<file path="src/rtl/imem_loader_if.sv">
// Byte-stream input and instruction-memory write port of the boot loader, with loader status.
interface imem_loader_if #(
    parameter int ADDR_W = 7
);
    logic [7:0]        in_data;
    logic              in_valid;
    logic              in_ready;
    logic              imem_we;
    logic [ADDR_W-1:0] imem_waddr;
    logic [31:0]       imem_wdata;
    logic [ADDR_W:0]   words_loaded;
    logic              load_done;
    logic              load_err;

    // master: stream source / memory and status observer
    modport master (
        output in_data, in_valid,
        input  in_ready, imem_we, imem_waddr, imem_wdata, words_loaded, load_done, load_err
    );

    // slave: the loader itself
    modport slave (
        input  in_data, in_valid,
        output in_ready, imem_we, imem_waddr, imem_wdata, words_loaded, load_done, load_err
    );
endinterface

</file>
<file path="src/rtl/imem_loader.sv">
// Boot loader: length-prefixed byte stream -> big-endian 32-bit words written from index 0 (IMEM_LOADER_CHECKSUM_EN adds trailing XOR byte).
// Latency: 4th byte of a word accepted at T -> imem_we in cycle T+1; load_done from T+2 (or T+1 after checksum byte).
// Backpressure: none from writes, 1 byte/cycle; in_ready drops only in DONE/ERR or while rst is high.
module imem_loader #(
    parameter int DEPTH  = 101,
    parameter int ADDR_W = 7
) (
    input  logic         clk,
    input  logic         rst,
    imem_loader_if.slave bus
);
    localparam logic [2:0] S_LEN_HI = 3'd0;
    localparam logic [2:0] S_LEN_LO = 3'd1;
    localparam logic [2:0] S_DATA   = 3'd2;
`ifdef IMEM_LOADER_CHECKSUM_EN
    localparam logic [2:0] S_CSUM   = 3'd3;
`endif
    localparam logic [2:0] S_DONE   = 3'd4;
    localparam logic [2:0] S_ERR    = 3'd5;

    localparam logic [15:0] DEPTH16 = 16'(DEPTH);

    logic [2:0]      state;
    logic [7:0]      len_hi;
    logic [15:0]     word_total;
    logic [1:0]      byte_cnt;
    logic [23:0]     partial;
    logic [ADDR_W:0] word_cnt;
    logic            we_q;
    logic [31:0]     wdata_q;
`ifdef IMEM_LOADER_CHECKSUM_EN
    logic [7:0]      csum;
`endif

    logic        accept;
    logic        last_word;
    logic [15:0] len_next;

    assign bus.in_ready = ~rst & (state != S_DONE) & (state != S_ERR);
    assign accept       = bus.in_valid & bus.in_ready;
    assign len_next     = {len_hi, bus.in_data};
    // word_cnt is already settled here: writes are at least four cycles apart
    assign last_word    = (16'(word_cnt) + 16'd1) == word_total;

    always_ff @(posedge clk) begin
        if (rst) begin
            state      <= S_LEN_HI;
            len_hi     <= 8'd0;
            word_total <= 16'd0;
            byte_cnt   <= 2'd0;
            partial    <= 24'd0;
            word_cnt   <= '0;
            we_q       <= 1'b0;
            wdata_q    <= 32'd0;
`ifdef IMEM_LOADER_CHECKSUM_EN
            csum       <= 8'd0;
`endif
        end else begin
            we_q <= 1'b0;
            if (we_q) begin
                word_cnt <= word_cnt + (ADDR_W+1)'(1);
            end
            if (accept) begin
                case (state)
                    S_LEN_HI: begin
                        len_hi <= bus.in_data;
                        state  <= S_LEN_LO;
                    end
                    S_LEN_LO: begin
                        word_total <= len_next;
                        if (len_next == 16'd0 || len_next > DEPTH16) begin
                            state <= S_ERR;
                        end else begin
                            state <= S_DATA;
                        end
                    end
                    S_DATA: begin
`ifdef IMEM_LOADER_CHECKSUM_EN
                        csum <= csum ^ bus.in_data;
`endif
                        // byte counter wraps to 0 after the 4th byte
                        byte_cnt <= byte_cnt + 2'd1;
                        if (byte_cnt == 2'd3) begin
                            we_q    <= 1'b1;
                            wdata_q <= {partial, bus.in_data};
                            if (last_word) begin
`ifdef IMEM_LOADER_CHECKSUM_EN
                                state <= S_CSUM;
`else
                                state <= S_DONE;
`endif
                            end
                        end else begin
                            partial <= {partial[15:0], bus.in_data};
                        end
                    end
`ifdef IMEM_LOADER_CHECKSUM_EN
                    S_CSUM: begin
                        state <= (bus.in_data == csum) ? S_DONE : S_ERR;
                    end
`endif
                    default: begin
                    end
                endcase
            end
        end
    end

    // Reset in the write cycle suppresses the strobe; done waits for the final write to retire
    assign bus.imem_we      = we_q & ~rst;
    assign bus.imem_waddr   = word_cnt[ADDR_W-1:0];
    assign bus.imem_wdata   = wdata_q;
    assign bus.words_loaded = word_cnt;
    assign bus.load_done    = (state == S_DONE) & ~we_q;
    assign bus.load_err     = (state == S_ERR);
endmodule

</file>
<file path="src/flat_wrapper.sv">
// flat-port wrapper written by rule: the top's interface ports become plain ports
module imem_loader_flat 
#(
    parameter int DEPTH  = 101,
    parameter int ADDR_W = 7
)
  (clk, rst, bus_in_data, bus_in_valid, bus_in_ready, bus_imem_we, bus_imem_waddr, bus_imem_wdata, bus_words_loaded, bus_load_done, bus_load_err);
  imem_loader_if #(.ADDR_W(ADDR_W)) bus_i ();
  input  logic clk;
  input  logic rst;
  input wire logic [$bits(bus_i.in_data)-1:0] bus_in_data;
  input wire logic [$bits(bus_i.in_valid)-1:0] bus_in_valid;
  output wire logic [$bits(bus_i.in_ready)-1:0] bus_in_ready;
  output wire logic [$bits(bus_i.imem_we)-1:0] bus_imem_we;
  output wire logic [$bits(bus_i.imem_waddr)-1:0] bus_imem_waddr;
  output wire logic [$bits(bus_i.imem_wdata)-1:0] bus_imem_wdata;
  output wire logic [$bits(bus_i.words_loaded)-1:0] bus_words_loaded;
  output wire logic [$bits(bus_i.load_done)-1:0] bus_load_done;
  output wire logic [$bits(bus_i.load_err)-1:0] bus_load_err;
  assign bus_i.in_data = bus_in_data;
  assign bus_i.in_valid = bus_in_valid;
  assign bus_in_ready = bus_i.in_ready;
  assign bus_imem_we = bus_i.imem_we;
  assign bus_imem_waddr = bus_i.imem_waddr;
  assign bus_imem_wdata = bus_i.imem_wdata;
  assign bus_words_loaded = bus_i.words_loaded;
  assign bus_load_done = bus_i.load_done;
  assign bus_load_err = bus_i.load_err;
  imem_loader #(.DEPTH(DEPTH), .ADDR_W(ADDR_W)) u_core (.clk(clk), .rst(rst), .bus(bus_i));
endmodule
</file>
<file path="config.mk">
export PLATFORM = sky130hd
export DESIGN_NAME = imem_loader_flat
export DESIGN_NICKNAME = d
export VERILOG_FILES = /design/src/rtl/imem_loader_if.sv /design/src/rtl/imem_loader.sv /design/src/flat_wrapper.sv
export SDC_FILE = /design/constraint.sdc
export NUM_CORES = 1
export LEC_CHECK = 0
export CORE_MARGIN = 2
export CORE_UTILIZATION = 50
export CTS_BUF_LIST = sky130_fd_sc_hd__clkbuf_4
export CTS_CLUSTER_SIZE = 40
export DETAILED_ROUTE_END_ITERATION = 8
export PLACE_DENSITY = 0.79
export RECOVER_POWER = 25
export SYNTH_ARGS = -nofsm -noshare
export SYNTH_HDL_FRONTEND = slang
export SYNTH_SLANG_ARGS = --single-unit
</file>
<file path="constraint.sdc">
create_clock -name clk -period 5.3 [get_ports clk]
set_input_delay 1.06 -clock clk [delete_from_list [all_inputs] [get_ports clk]]
set_output_delay 1.06 -clock clk [all_outputs]
set_load 0.02 [all_outputs]
</file>
==> flow_metrics.env, run 1 <==
export IMPL_outcome="finished with violations"
export IMPL_violations="capacitance limit, slew limit"
export IMPL_power_density_mw_per_mm2=263
export IMPL_cp_cell_sequence="clkbuf_1, clkbuf_1, nor2_1"
export IMPL_htree_levels=3
export IMPL_clk_pin_slew_ps=150
export IMPL_startpoint_type="input pin"
export IMPL_async_flop_share_pct=0
export IMPL_cts_setup_buffers=0
export IMPL_syn_to_final_growth_pct=19.7
export IMPL_synthCells=470
export IMPL_layout_worst_path_cycle_share_pct=73.6
export IMPL_slowest_stage="clkbuf_1"
export IMPL_required_ps=5510
export IMPL_syn_area_per_cell_um2=7.95
export IMPL_max_slew_margin_rel_pct=-71.4
export IMPL_critPathCaptureType="flip-flop"
export IMPL_fmax_mhz=256
export IMPL_critPathTopFamily="buffers and inverters"
export IMPL_synthesis_area_mm2=0.00373
export IMPL_top_level_ports=62
export IMPL_finalSetupViolCount=0
export IMPL_vias_per_cell=5.19
export IMPL_ys_flop_type="dfxtp_1"
export IMPL_rows=31
export IMPL_synthTopCellsByCount="nand2_1 (153), dfxtp_1 (94), a21oi_1 (76)"
export IMPL_cts_hold_buf=0
export IMPL_drc=0
export IMPL_num_antenna_cells=0
export IMPL_critical_path_max_stage_delay_ps=1900
export IMPL_synth_nets=483
export IMPL_crit_path_frequent_cell="clkbuf_1"
export IMPL_slew_violations=64
export IMPL_critical_path_class="input pin to flip-flop"
export IMPL_final_layout_size_suffix_gt1_share_pct=3.89
export IMPL_yosysUniqueCellTypes=40
export IMPL_clock_skew_final_ps=14.8
export IMPL_place_hpwl_um=5320
export IMPL_cap_viol_max_count=1
export IMPL_met1_usage_pct=27.2
export IMPL_overflow=0
export IMPL_hp_class="flip-flop to flip-flop"
export IMPL_synth_enable_flop_cells=0
export IMPL_vdd_drop_max_mv=0.161
export IMPL_clockBufferDepth=2
export IMPL_portBuffers=61
export IMPL_yosys_area_top_type="dfxtp_1"
export IMPL_finalWirelength_um=7770
export IMPL_synth_most_common_cell="nand2_1"
export IMPL_final_util_pct=61.6
export IMPL_grt_max_degree=64
export IMPL_grt_pass1_vias=2927
export IMPL_clock_latency_ps=430
export IMPL_cts_sinks=94
export IMPL_die_h_um=90.4
export IMPL_tightest_slew_ps=2570
export IMPL_use_met3_pct=3.67
export IMPL_die_area_mm2=0.00818
export IMPL_clockRootBuffer="clkbuf_4"
export IMPL_antenna_found_initial=0
export IMPL_hold_worst_slack_ps=461
export IMPL_leakagePower_nw=1.51
export IMPL_ys_ff_latch=94
export IMPL_cts_made_buffers=9
export IMPL_rsz0062_at_grt="no"
export IMPL_ys_warn_count=0
export IMPL_dr_total_vias=3179
export IMPL_synth_area_leaders="dfxtp_1 (50%), nand2_1 (15%), a21oi_1 (10%)"
export IMPL_gp_congestion=0.869
export IMPL_yosys_area_top_type_share_pct=50.4
export IMPL_drt_iter0_markers=166
export IMPL_drtPass1Iterations=4
export IMPL_grt_util_all_layers_pct=19.9
export IMPL_hold_viol_final=0
export IMPL_fin_crit_ps=3900
export IMPL_path_max_fanout=63
export IMPL_path_buf_inv=2
export IMPL_die_w_um=90.4
export IMPL_critPathArrivalTime_ps=4110
export IMPL_grt_busiest_layer="met2"
export IMPL_use_met2_pct=31.6
export IMPL_final_antenna_net_count=0
export IMPL_cts_tree="yes"
export IMPL_cts_resized_gates=0
export IMPL_wl_per_cell_um=12.7
export IMPL_synth_seq_area_share_pct=50.4
export IMPL_start_util_pct=51.5
export IMPL_core_region_area_mm2=0.00725
export IMPL_nets=522
export IMPL_pre_cts_slack_ps=2060
export IMPL_finalWorstSetupSlack_ps=1400
export IMPL_grt_first_pass_wirelength_um=13400
export IMPL_fin_tns_setup_ps=0
-- registers in the layout (all words and copies together), names as in the netlist --
signal                   flops
u_core.partial              24
u_core.bus.imem_wdata       32
u_core.byte_cnt              2
u_core.state                 3
u_core.word_total           16
u_core.we_q                  1
u_core.len_hi                8
u_core.bus.words_loaded      8
-- stage by stage --
step                      total power [mW]  instance area [um^2]  cells
after floorplan                      0.775                  3730    470
after global placement               0.797                  4330    597
after detailed placement             0.798                  4330    597
after CTS                             1.19                  4470    613
after global routing                  1.23                  4470    613
final                                 1.17                  4470    613
-- metal layers --
layer | routed length [um] | vias up
met1 | 3830 | 1476
met5 | 0 | -
met2 | 3530 | 60
met3 | 293 | 11
li1 | - | 1632
met4 | 122 | 0
-- area by class of cell --
class	instances	area [um^2]
well taps	99	124
clock inverters	6	70.1
clock buffers	10	75.1
inverters	5	18.8
multi-input cells	335	1680
repair buffers	64	623
flip-flops and latches	94	1880
fillers	677	2780
-- worst paths after layout --
path | from | to | slack, ps | cells past startpoint
setup reg to reg | u_core.bus.words_loaded[0] | u_core.state[1] | 3080 | 7
hold reg to reg | u_core.partial[21] | u_core.bus.imem_wdata[29] | 460 | 2
hold / removal | u_core.partial[21] | u_core.bus.imem_wdata[29] | 460 | 2
setup / recovery | rst | u_core.len_hi[6] | 1400 | 3
-- cell families (layout without fill, tap and decap cells) --
group | after synthesis | after routing | share of synthesized area (%)
AND/OR/NAND/NOR | 216 | 216 | 24.5
flip-flops | 94 | 94 | 50.4
adder cells (fa/ha/maj) | 2 | 2 | 0.670
multiplexers | 11 | 11 | 2.95
XOR/XNOR | 17 | 17 | 3.99
AO/OA/AOI/OAI | 89 | 89 | 12.7
buffers and inverters | 41 | 85 | 4.86
-- power by group --
group / switching (mW) / internal [mW] / total (mW)
Clock: 0.238 / 0.154 / 0.392
Sequential: 0.00654 / 0.714 / 0.721
Combinational: 0.0387 / 0.0238 / 0.0624
-- worst register-to-register path: cells and delay by family (launching register included) --
family                   cells  cell delay [ps]
AO/OA/AOI/OAI                4              950
adder cells (fa/ha/maj)      1              270
flip-flops                   1              510
multiplexers                 1              130
AND/OR/NAND/NOR              1              250
-- cells in the final DEF (no fill, tap or decap), types with 3 or more instances in the layout --
cell and n:
nand4_1 4, and3_1 3, or3_1 3, nor3_1 3, nand2_1 153, nand3_1 5, mux2i_1 11, xor2_1 8
nor2_1 24, a21oi_1 76, inv_1 4, clkdlybuf4s50_1 59, nor2b_1 3, nor4_1 6, o21ai_0 3, nand2b_1 3
dfxtp_1 94, xnor2_1 9, clkbuf_4 10
Power figures use the tool's default switching activity.
==> run 2: changes to the inputs <==
==> constraint.sdc (replaced) <==
create_clock -name clk -period 3.9 [get_ports clk]
set_input_delay 0.78 -clock clk [delete_from_list [all_inputs] [get_ports clk]]
set_output_delay 0.78 -clock clk [all_outputs]
set_load 0.02 [all_outputs]
==> run 2 against run 1 <==
  * Worst setup slack worse by 650 ps
  * Design area up 0.78%
  * Largest cell class unchanged
  * Clock-buffer cell count down 1
  * Sequential share of layout area down 0.33 points
  * Critical path depth unchanged
  * Die area unchanged
  * Largest power group unchanged
  * Sequential power up 36%
  * Clock skew up 6.3 ps
  * Combinational power up 38%
  * The flow now finishes without violations
  * Wire length up 5.2%
==> flow_metrics.env, run 2 (synthesis gave the netlist of run 1 again) <==
export IMPL_grt_busiest_layer="met2"
export IMPL_clk_pin_slew_ps=150
export IMPL_die_h_um=90.4
export IMPL_start_util_pct=51.5
export IMPL_cts_hold_buf=0
export IMPL_fillers=685
export IMPL_startpoint_type="input pin"
export IMPL_drt_iter0_markers=140
export IMPL_finalSetupViolCount=0
export IMPL_num_antenna_cells=0
export IMPL_use_met2_pct=32.2
export IMPL_fin_tns_setup_ps=0
export IMPL_finalWirelength_um=8180
export IMPL_grt_util_all_layers_pct=20.3
export IMPL_timing_rr_start="u_core.bus.words_loaded[0]"
export IMPL_seqPwrFrac_pct=56.9
export IMPL_p_switching_mw=0.393
export IMPL_fmax_mhz=317
export IMPL_place_hpwl_um=5560
export IMPL_final_cell_mix="nand2_1 (153), dfxtp_1 (94), a21oi_1 (76)"
export IMPL_clock_latency_ps=450
export IMPL_grt_max_degree=69
export IMPL_path_max_fanout=29
export IMPL_die_w_um=90.4
export IMPL_antenna_found_initial=0
export IMPL_layout_worst_path_cycle_share_pct=80.8
export IMPL_cts_setup_buffers=0
export IMPL_fin_crit_ps=3150
export IMPL_required_ps=3120
export IMPL_use_met3_pct=2.84
export IMPL_p_sw_share_pct=22.8
export IMPL_critPathArrivalTime_ps=2370
export IMPL_cts_tree="yes"
export IMPL_hold_end="u_core.bus.imem_wdata[26]"
export IMPL_outcome="complete, no violations"
export IMPL_cap_viol_max_count=0
export IMPL_combPwrFrac_pct=5.0
export IMPL_ff2ff_path_depth=7
export IMPL_htree_levels=3
export IMPL_syn_to_final_growth_pct=20.6
export IMPL_vdd_drop_max_mv=0.196
export IMPL_vias_per_cell=5.33
export IMPL_hold_viol_final=0
export IMPL_hp_start="u_core.partial[18]"
export IMPL_dp_cells=597
export IMPL_r2r_setup_slack_ps=1650
export IMPL_slowest_stage="clkbuf_1"
export IMPL_drtPass1Iterations=5
export IMPL_top_level_ports=62
export IMPL_critPathCaptureType="primary output"
export IMPL_max_slew_margin_rel_pct=12.0
export IMPL_clockRootBuffer="clkbuf_4"
export IMPL_reg2reg_to="u_core.state[1]"
export IMPL_hold_worst_slack_ps=460
export IMPL_nets=522
export IMPL_overflow=0
export IMPL_cp_cell_sequence="clkbuf_1, nor2b_1, clkdlybuf4s50_1"
export IMPL_gp_congestion=0.814
export IMPL_portBuffers=61
export IMPL_grt_pass1_vias=2991
export IMPL_clock_skew_final_ps=21.2
export IMPL_rows=31
export IMPL_cts_made_buffers=9
export IMPL_critical_path_max_stage_delay_ps=880
export IMPL_rsz0062_at_grt="no"
export IMPL_slew_violations=0
export IMPL_final_antenna_net_count=0
export IMPL_wl_per_cell_um=13.4
export IMPL_tightest_slew_ps=1320
export IMPL_cts_sinks=94
export IMPL_leakagePower_nw=1.53
export IMPL_instances_no_fill=612
export IMPL_dr_total_vias=3263
export IMPL_clockBufferDepth=2
export IMPL_final_common_cell="nand2_1"
export IMPL_drc=0
export IMPL_core_region_area_mm2=0.00725
export IMPL_critical_path_class="input pin to primary output"
export IMPL_power_density_mw_per_mm2=383
export IMPL_largest_reg_flops=32
export IMPL_met1_usage_pct=27.0
export IMPL_cts_resized_gates=0
export IMPL_grt_first_pass_wirelength_um=13500
export IMPL_hp_class="flip-flop to flip-flop"
export IMPL_final_layout_size_suffix_gt1_share_pct=3.70
export IMPL_die_area_mm2=0.00818
export IMPL_p_int_mw=1.33
export IMPL_power_frac_clock_pct=38.1
export IMPL_hold_depth=2
==> run 2: final cells by class <==
type / count / area, um^2 / area share [%]
Tap cell: 99 / 124 / 2.75
Sequential cell: 94 / 1880 / 41.8
Inverter: 5 / 18.8 / 0.417
Clock inverter: 6 / 116 / 2.58
Clock buffer: 9 / 67.6 / 1.50
Multi-Input combinational cell: 335 / 1670 / 37.1
Timing Repair Buffer: 64 / 624 / 13.9
==> run 2: worst max-delay path, delay by kind of cell <==
| kind | cells | cell delay [ps] |
|---|---|---|
| buffers and inverters | 2 | 1470 |
| and+or+nand+nor | 1 | 120 |
==> run 2: layer usage <==
layer  up-vias  routed length [um]
met5         -                   0
met3        20                 349
met2        93                3750
li1       1625                   -
met4         0                 236
met1      1525                3840
==> run 2: power by group through the flow <==
stage          clock network (mW)  registers, mW  logic [mW]
5_1_grt                     0.715          0.982      0.0936
3_3_place_gp                    0           1.00      0.0832
2_1_floorplan                   0          0.998      0.0551
3_5_place_dp                    0           1.00      0.0853
6_report                    0.657          0.980      0.0860
4_1_cts                     0.668          0.980      0.0858
==> run 2: worst max path at each step <==
stage / endpoint / cells after the start / start / slack (ps)
floorplan: bus_in_ready / 3 / rst / 1660
global placement: bus_in_ready / 3 / rst / 1270
detailed placement: bus_in_ready / 3 / rst / 1230
CTS: bus_load_err / 3 / u_core.state[0] / 1060
global route: bus_in_ready / 3 / rst / 600
finish: bus_imem_we / 3 / rst / 750
==> run 2: stage by stage <==
| stage | area (um^2) | utilization, % | setup WS, ps | power (mW) |
|---|---|---|---|---|
| after floorplan | 3730 | - | 1660 | 1.05 |
| after global placement | 4330 | 59.7 | 1270 | 1.08 |
| after detailed placement | 4330 | 59.7 | 1230 | 1.09 |
| after CTS | 4510 | 62.2 | 1060 | 1.73 |
| after global routing | 4500 | 62.1 | 598 | 1.79 |
| final | 4500 | 62.1 | 748 | 1.72 |
==> run 3: changes to the inputs <==
==> constraint.sdc (replaced) <==
create_clock -name clk -period 3 [get_ports clk]
set_input_delay 0.6 -clock clk [delete_from_list [all_inputs] [get_ports clk]]
set_output_delay 0.6 -clock clk [all_outputs]
set_load 0.02 [all_outputs]
==> run 3 against run 2 <==
  * The run now ends with capacitance limit, slew limit left
  * Largest cell class unchanged
  * Via count fell by 2.4%
  * Worst setup slack got worse by 410 ps
  * Combinational power up 31%
  * Critical endpoint is now bus_load_err
  * Sequential power increased by 30%
  * Register-to-register slack got worse by 920 ps
==> flow_metrics.env, run 3 (synthesis gave the netlist of run 1 again) <==
export IMPL_outcome="finished with violations"
export IMPL_violations="capacitance limit, slew limit"
export IMPL_final_antenna_net_count=0
export IMPL_slowest_stage="clkdlybuf4s50_1"
export IMPL_max_slew_margin_rel_pct=-12.8
export IMPL_start_util_pct=51.5
export IMPL_drtPass1Iterations=5
export IMPL_power_density_mw_per_mm2=452
export IMPL_vdd_drop_max_mv=0.271
export IMPL_place_hpwl_um=5570
export IMPL_slew_violations=89
export IMPL_cts_sinks=94
export IMPL_fillers=686
export IMPL_antenna_found_initial=0
export IMPL_finalWorstSetupSlack_ps=340
export IMPL_cts_tree="yes"
export IMPL_cts_resized_gates=0
export IMPL_ff2ff_path_depth=7
export IMPL_cts_made_buffers=9
export IMPL_dr_total_vias=3184
export IMPL_startpoint_type="flip-flop"
export IMPL_critPathCaptureType="primary output"
export IMPL_path_max_fanout=8
export IMPL_cp_cell_sequence="nor2b_1, and2_1, clkdlybuf4s50_1"
export IMPL_grt_util_all_layers_pct=20.6
export IMPL_final_cell_mix="nand2_1 (153), dfxtp_1 (94), a21oi_1 (76)"
export IMPL_critPathArrivalTime_ps=2060
export IMPL_hp_start="u_core.partial[5]"
export IMPL_hold_end="u_core.partial[13]"
export IMPL_die_h_um=90.4
export IMPL_grt_first_pass_wirelength_um=13600
export IMPL_wl_per_cell_um=13.4
export IMPL_total_power_mw=2.01
export IMPL_layout_worst_path_cycle_share_pct=88.7
export IMPL_r2r_setup_slack_ps=730
export IMPL_fin_crit_ps=2660
export IMPL_hp_class="flip-flop to flip-flop"
export IMPL_htree_levels=3
export IMPL_drt_iter0_markers=196
export IMPL_critical_path_class="flip-flop to primary output"
export IMPL_leakagePower_nw=1.50
export IMPL_top_level_ports=62
export IMPL_pre_cts_slack_ps=434
export IMPL_tightest_slew_ps=1690
export IMPL_finalWirelength_um=8210
export IMPL_clockBufferDepth=2
export IMPL_finalSetupViolCount=0
export IMPL_cap_viol_max_count=1
export IMPL_final_common_cell="nand2_1"
export IMPL_overflow=0
export IMPL_dp_cells=597
export IMPL_hold_depth=2
export IMPL_timing_rr_start="u_core.state[2]"
export IMPL_multi_input_area_mm2=0.00167
export IMPL_vias_per_cell=5.19
export IMPL_fin_tns_setup_ps=0
export IMPL_drc=0
export IMPL_hold_worst_slack_ps=462
export IMPL_required_ps=2400
export IMPL_instances_no_fill=613
export IMPL_clock_latency_ps=440
export IMPL_portBuffers=61
export IMPL_final_layout_size_suffix_gt1_share_pct=3.70
export IMPL_clock_skew_final_ps=17.0
export IMPL_critical_path_max_stage_delay_ps=610
export IMPL_reg2reg_to="u_core.bus.imem_wdata[14]"
export IMPL_final_seq_area_mm2=0.00188
export IMPL_gp_congestion=0.813
export IMPL_largest_reg_flops=32
export IMPL_grt_pass1_vias=2853
export IMPL_rsz0062_at_grt="no"
export IMPL_fmax_mhz=376
export IMPL_clk_pin_slew_ps=150
export IMPL_cts_hold_buf=0
export IMPL_num_antenna_cells=0
export IMPL_grt_max_degree=89
export IMPL_rows=31
export IMPL_nets=522
export IMPL_clockRootBuffer="clkbuf_4"
export IMPL_cts_setup_buffers=0
export IMPL_syn_to_final_growth_pct=19.0
export IMPL_core_region_area_mm2=0.00725
export IMPL_die_w_um=90.4
export IMPL_die_area_mm2=0.00818
export IMPL_hold_viol_final=0
[run 3: metrics by stage]
stage,util [%],instance area [um^2]
6_report,61.3,4440
5_1_grt,61.3,4440
4_1_cts,61.4,4450
3_5_place_dp,59.7,4330
3_3_place_gp,59.7,4330
2_1_floorplan,-,3730
[run 3: worst max-delay path by stage]
stage                                     startpoint  cells past startpoint  slack (ps)              end
after global routing                 u_core.state[0]                      3         230     bus_load_err
after floorplan           u_core.bus.words_loaded[0]                      7         850  u_core.state[1]
after CTS                            u_core.state[0]                      3         350     bus_load_err
after global placement                bus_in_data[4]                      6         580  u_core.state[2]
final                                u_core.state[0]                      3         340     bus_load_err
after detailed placement              bus_in_data[3]                      6         430  u_core.state[2]
[run 3: worst max-delay path: cells and delay by family (launching register included)]
kind	cells	cell delay [ps]
buffers and inverters	1	610
and+or+nand+nor	2	550
DFF	1	470
[run 3: report_power, final]
| part | internal (mW) | leakage (nW) | switching (mW) |
|---|---|---|---|
| Clock | 0.181 | 0.0625 | 0.440 |
| Combinational | 0.0422 | 0.675 | 0.0712 |
| Sequential | 1.26 | 0.758 | 0.0118 |
[run 3: cell type report]
type / count / area share (%)
Multi-Input combinational cell: 335 / 37.6
Sequential cell: 94 / 42.3
Clock inverter: 7 / 1.27
Tap cell: 99 / 2.79
Clock buffer: 9 / 1.52
Inverter: 5 / 0.422
Timing Repair Buffer: 64 / 14.0
[run 3: layer usage]
layer / GRT usage [%] / part of all wire, %
met3: 2.75 / 5.0
met2: 32.8 / 47
met4: 9.23 / 1.3
met5: 0 / 0
met1: 28.0 / 47
